===== src/rtl/ad80305_att_spi_resp.sv =====
// AD80305 attenuator SPI responder: serves AGC read requests and 1-dB inc/dec steps
// by running 24-bit mode-0 frames against the ATT register.
module ad80305_att_spi_resp #(
  parameter int unsigned CLK_DIV  = 4,
  parameter logic [11:0] ATT_ADDR = 12'h10C,
  parameter logic [5:0]  ATT_MAX  = 6'd63,
  parameter int unsigned CS_GAP   = 8
) (
  input  logic       i_clk,
  input  logic       i_rst_n,
  input  logic       i_read_req,
  output logic       o_read_success,
  output logic [5:0] o_read_value,
  input  logic       i_inc_pulse,
  input  logic       i_dec_pulse,
  output logic [5:0] o_att_shadow,
  output logic       o_busy,
  output logic       o_spi_cs_n,
  output logic       o_spi_sclk,
  output logic       o_spi_sdo,
  input  logic       i_spi_sdi
);

  localparam int unsigned CNT_MAX = (2 * CLK_DIV > CS_GAP) ? 2 * CLK_DIV : CS_GAP;
  localparam int unsigned CNT_W   = $clog2(CNT_MAX + 1);
  localparam logic [CNT_W-1:0] CNT_ONE  = CNT_W'(1);
  localparam logic [CNT_W-1:0] DIV_LAST = CNT_W'(CLK_DIV - 1);
  localparam logic [CNT_W-1:0] BIT_LAST = CNT_W'(2 * CLK_DIV - 1);
  localparam logic [CNT_W-1:0] GAP_LAST = CNT_W'(CS_GAP - 1);

  typedef enum logic [2:0] {
    S_IDLE,
    S_SETUP,
    S_SHIFT,
    S_HOLD,
    S_GAP
  } state_t;

  state_t            state_q, state_d;
  logic [CNT_W-1:0]  cnt_q, cnt_d;
  logic [4:0]        bit_q, bit_d;
  logic [23:0]       tx_q, tx_d;
  logic [5:0]        rx_q, rx_d;
  logic              rw_q, rw_d;
  logic [5:0]        target_q, target_d;
  logic              rd_pend_q, rd_pend_d;
  logic signed [6:0] pend_q, pend_d;
  logic              cs_n_q, cs_n_d;
  logic              sclk_q, sclk_d;
  logic              success_q, success_d;
  logic [5:0]        value_q, value_d;
  logic [5:0]        shadow_q, shadow_d;

  logic              start;
  logic              clear_pend;
  logic              step_done;
  logic [23:0]       frame;
  logic signed [6:0] pend_tmp;

  always_ff @(posedge i_clk or negedge i_rst_n) begin
    if (!i_rst_n) begin
      state_q   <= S_IDLE;
      cnt_q     <= '0;
      bit_q     <= '0;
      tx_q      <= '0;
      rx_q      <= '0;
      rw_q      <= 1'b0;
      target_q  <= '0;
      rd_pend_q <= 1'b0;
      pend_q    <= '0;
      cs_n_q    <= 1'b1;
      sclk_q    <= 1'b0;
      success_q <= 1'b0;
      value_q   <= '0;
      shadow_q  <= '0;
    end else begin
      state_q   <= state_d;
      cnt_q     <= cnt_d;
      bit_q     <= bit_d;
      tx_q      <= tx_d;
      rx_q      <= rx_d;
      rw_q      <= rw_d;
      target_q  <= target_d;
      rd_pend_q <= rd_pend_d;
      pend_q    <= pend_d;
      cs_n_q    <= cs_n_d;
      sclk_q    <= sclk_d;
      success_q <= success_d;
      value_q   <= value_d;
      shadow_q  <= shadow_d;
    end
  end

  always_comb begin
    state_d    = state_q;
    cnt_d      = cnt_q;
    bit_d      = bit_q;
    tx_d       = tx_q;
    rx_d       = rx_q;
    rw_d       = rw_q;
    target_d   = target_q;
    rd_pend_d  = rd_pend_q | i_read_req;
    cs_n_d     = cs_n_q;
    sclk_d     = sclk_q;
    success_d  = 1'b0;
    value_d    = value_q;
    shadow_d   = shadow_q;
    start      = 1'b0;
    clear_pend = 1'b0;
    step_done  = 1'b0;
    frame      = '0;
    pend_tmp   = pend_q;

    case (state_q)
      S_IDLE: begin
        // A latched read always wins over a pending step.
        if (rd_pend_q) begin
          start     = 1'b1;
          rw_d      = 1'b1;
          rd_pend_d = i_read_req;
          frame     = {1'b1, 3'b000, ATT_ADDR, 8'h00};
        end else if (pend_q > 7'sd0) begin
          if (shadow_q == ATT_MAX) begin
            clear_pend = 1'b1;
          end else begin
            start    = 1'b1;
            rw_d     = 1'b0;
            target_d = shadow_q + 6'd1;
          end
        end else if (pend_q < 7'sd0) begin
          if (shadow_q == 6'd0) begin
            clear_pend = 1'b1;
          end else begin
            start    = 1'b1;
            rw_d     = 1'b0;
            target_d = shadow_q - 6'd1;
          end
        end
        if (start && !rw_d) begin
          frame = {1'b0, 3'b000, ATT_ADDR, 2'b00, target_d};
        end
        if (start) begin
          state_d = S_SETUP;
          cnt_d   = '0;
          cs_n_d  = 1'b0;
          sclk_d  = 1'b0;
          tx_d    = frame;
        end
      end

      S_SETUP: begin
        if (cnt_q == DIV_LAST) begin
          state_d = S_SHIFT;
          cnt_d   = '0;
          bit_d   = '0;
        end else begin
          cnt_d = cnt_q + CNT_ONE;
        end
      end

      S_SHIFT: begin
        cnt_d = cnt_q + CNT_ONE;
        if (cnt_q == DIV_LAST) begin
          sclk_d = 1'b1;
          rx_d   = {rx_q[4:0], i_spi_sdi};
        end
        // Falling edge: advance to the next bit (sdo is always tx_q[23]).
        if (cnt_q == BIT_LAST) begin
          sclk_d = 1'b0;
          cnt_d  = '0;
          if (bit_q == 5'd23) begin
            state_d = S_HOLD;
            tx_d    = '0;
          end else begin
            bit_d = bit_q + 5'd1;
            tx_d  = {tx_q[22:0], 1'b0};
          end
        end
      end

      S_HOLD: begin
        if (cnt_q == DIV_LAST) begin
          state_d = S_GAP;
          cnt_d   = '0;
          cs_n_d  = 1'b1;
          if (rw_q) begin
            value_d   = rx_q;
            shadow_d  = rx_q;
            success_d = 1'b1;
          end else begin
            shadow_d  = target_q;
            step_done = 1'b1;
          end
        end else begin
          cnt_d = cnt_q + CNT_ONE;
        end
      end

      S_GAP: begin
        if (cnt_q == GAP_LAST) begin
          state_d = S_IDLE;
          cnt_d   = '0;
        end else begin
          cnt_d = cnt_q + CNT_ONE;
        end
      end

      default: state_d = S_IDLE;
    endcase

    // Pending step count: retire or discard first, then apply this cycle's pulses.
    if (clear_pend) begin
      pend_tmp = '0;
    end else if (step_done) begin
      if (pend_q > 7'sd0) begin
        pend_tmp = pend_q - 7'sd1;
      end else if (pend_q < 7'sd0) begin
        pend_tmp = pend_q + 7'sd1;
      end
    end
    if (i_inc_pulse && !i_dec_pulse && (pend_tmp < 7'sd63)) begin
      pend_tmp = pend_tmp + 7'sd1;
    end else if (i_dec_pulse && !i_inc_pulse && (pend_tmp > -7'sd63)) begin
      pend_tmp = pend_tmp - 7'sd1;
    end
    pend_d = pend_tmp;
  end

  assign o_busy         = (state_q != S_IDLE);
  assign o_spi_cs_n     = cs_n_q;
  assign o_spi_sclk     = sclk_q;
  assign o_spi_sdo      = tx_q[23];
  assign o_read_success = success_q;
  assign o_read_value   = value_q;
  assign o_att_shadow   = shadow_q;

endmodule


===== config.mk =====
export PLATFORM = sky130hd
export DESIGN_NAME = ad80305_att_spi_resp
export DESIGN_NICKNAME = d
export VERILOG_FILES = /design/src/rtl/ad80305_att_spi_resp.sv
export SDC_FILE = /design/constraint.sdc
export NUM_CORES = 1
export LEC_CHECK = 0
export ABC_AREA = 1
export CAP_MARGIN = 0
export CORE_MARGIN = 1.5
export CORE_UTILIZATION = 48
export DETAILED_ROUTE_END_ITERATION = 16
export HOLD_SLACK_MARGIN = 0.1
export PLACE_DENSITY_LB_ADDON = 0.2
export SLEW_MARGIN = 30
export SYNTH_ARGS = -nofsm -noshare
export SYNTH_HDL_FRONTEND = slang
export SYNTH_SLANG_ARGS = --single-unit

===== constraint.sdc =====
create_clock -name i_clk -period 6.95 [get_ports i_clk]
set_input_delay 1.39 -clock i_clk [delete_from_list [all_inputs] [get_ports i_clk]]
set_output_delay 1.39 -clock i_clk [all_outputs]
set_load 0.01 [all_outputs]

==> results.json <==
{
  "status": "complete, no violations",
  "layout.nets": 560,
  "drtIter0Drc": 147,
  "tightest_slew_ps": 778,
  "drc": 0,
  "dp.cells": 638,
  "rr_endpoint": "pend_q[0]",
  "cts_sinks": 72,
  "crit_fanout": 14,
  "synth_area_sq_um": 4200,
  "synth-seq-cells": 72,
  "synth_top_area_share_pct": 42.3,
  "die-area_sq_um": 9320,
  "n_antenna_cell": 0,
  "p_leak_nw": 2.22,
  "num_vias": 3528,
  "hold_class": "reg2reg",
  "fin_crit_ps": 3450,
  "cts.root.buffer_cell": "clkbuf_8",
  "synth.yosys.seq_area_share_pct": 43.0,
  "cts_tree": "done",
  "antenna_found_initial": 0,
  "rrSetupSlack_ps": 4010,
  "start_kind": "flip-flop",
  "synthTopCellsByArea": "dfrtp_1, nand2_1, o21ai_0",
  "drv_slew": 0,
  "synth_nets": 536,
  "clock_path_buffers": 2,
  "postCtsSetupBuffers": 0,
  "path_class": "reg2out",
  "wl_per_cell_um": 13.4,
  "finalCritPeriodShare_pct": 49.6,
  "hpwlAfterDp_um": 6200,
  "cap_violations": 0,
  "power-per-cell-area_nw_per_um2": 251,
  "dr.pass1.iters": 4,
  "die_x_um": 96.5,
  "yosysMostFrequentCell": "nand2_1",
  "io_pins": 23,
  "ys.flop_type": "dfrtp_1",
  "yosysUniqueCellTypes": 45,
  "whs_ps": 490,
  "yosys_warnings": 0,
  "rsz0062_at_grt": "false",
  "clkTransAtPathRegs_ps": 80,
  "ir_drop_v": 0.000178,
  "core-area_sq_um": 8340,
  "drive_gt1_share_pct": 13.8,
  "synth_cells": 520,
  "ctsHoldBuffers": 0,
  "hold_path_depth": 2,
  "synth_edf_count": 0,
  "timing.fmax_ghz": 0.290,
  "min_to": "rx_q[5]",
  "h-tree-depth": 3,
  "drt-total-wl_um": 8780,
  "synth-async-reset-ratio_pct": 100,
  "clock_latency_ps": 360,
  "numCtsBuffers": 9,
  "gp_congestion": 0.895,
  "cts_resized": 0,
  "synth_area_leader_cell": "dfrtp_1",
  "avgSynthCellArea_sq_um": 8.07,
  "ant_nets": 0,
  "start_util_pct": 50.3,
  "hold_viol": 0,
  "grt_use_total_pct": 21.0,
  "fin_skew_ps": 11.8,
  "worstSetupEndpointType": "output port",
  "r2r-start": "cnt_q[0]",
  "io_buffers": 22,
  "viasPerCell": 5.39,
  "crit_arrival_ps": 2060,
  "max_slew_margin_pct": 48.0,
  "grt_pass1_vias": 3188,
  "grt-ovfl-total": 0,
  "required_ps": 5560,
  "grt_pass1_wl_um": 15000,
  "area_growth_syn_to_layout_pct": 12.9,
  "rows": 33,
  "min_from": "rx_q[5]",
  "grt_max_degree": 73,
  "tns_ps": 0,
  "r2r_cells": 16,
  "die_h_um": 96.5,
  "finalSetupViolCount": 0,
  "final_cells": 654,
  "yosys-top-cells-count": "nand2_1, dfrtp_1, inv_1, o21ai_0, nor2_1"
}
## per-stage QoR
step	util [%]	power [mW]	setup slack, ps	cell area (sq um)
after floorplan	-	0.744	4440	4200
after global placement	54.0	0.803	3940	4500
after detailed placement	54.0	0.809	3890	4500
after CTS	56.8	1.20	3490	4740
after global routing	56.8	1.27	3340	4740
final	56.8	1.19	3500	4740
## layout by cell type, fill, tap and decap left out, types with 3 or more instances in the layout
cell               n
nand2_1          129
dfrtp_1           71
inv_1             51
o21ai_0           48
nor2_1            33
nand3_1           28
clkdlybuf4s50_1   21
a21oi_1           18
inv_2             13
xor2_1            13
ha_1              10
clkbuf_8          10
o31ai_1            9
nor2_2             8
nand2_2            8
nor3_1             8
nand3_2            7
o211ai_1           6
o21a_1             6
nor2_4             5
nand4_1            5
mux2_2             4
nand2_4            3
o22ai_1            3
## critical path, cell delays in order (launching register included)
cell and delay, ps:
dfrtp_1 430, inv_2 100, nand2_1 100, nor2_2 290, inv_1 250, clkdlybuf4s50_1 540
## flip-flops by register name, summed over array words and instances, names as in the netlist, 3 cells and up
register	count
tx_q	24
o_att_shadow	6
pend_q	7
cnt_q	4
bit_q	5
target_q	6
rx_q	6
state_q	3
o_read_value	6
## how the worst max path moves through the flow
stage | startpoint | end
final | state_q[1] | o_busy
after global placement | state_q[1] | o_busy
after CTS | state_q[1] | o_busy
after detailed placement | state_q[1] | o_busy
after global routing | state_q[1] | o_busy
after floorplan | state_q[1] | o_busy
## area by class of cell
| cell class | instances | area, sq um |
|---|---|---|
| clock buffer | 10 | 138 |
| clock inverter | 6 | 97.6 |
| inverter | 66 | 248 |
| multi-input combinational | 372 | 2100 |
| tap | 105 | 131 |
| timing repair buffer | 23 | 226 |
| fill | 755 | 3600 |
| sequential | 72 | 1800 |
## layer usage
metal | GRT usage, % | share of wire (%)
met5 | 0 | 0
met1 | 29.6 | 48
met4 | 6.04 | 0.88
met3 | 5.16 | 4.2
met2 | 32.1 | 47
## report_power, final
group,internal [mW],leakage [nW],total [mW],switching (mW)
clock,0.218,0.119,0.389,0.172
combinational,0.114,1.18,0.330,0.215
sequential,0.439,0.927,0.473,0.0338
## kinds of logic after synthesis
family	share of synthesized area [%]
simple gates	28.3
compound gates	14.5
buf+inv	7.09
flops	43.0
xor+xnor	3.13
fa+ha+maj	2.98
mux	1.07
Power figures use the tool's default switching activity.
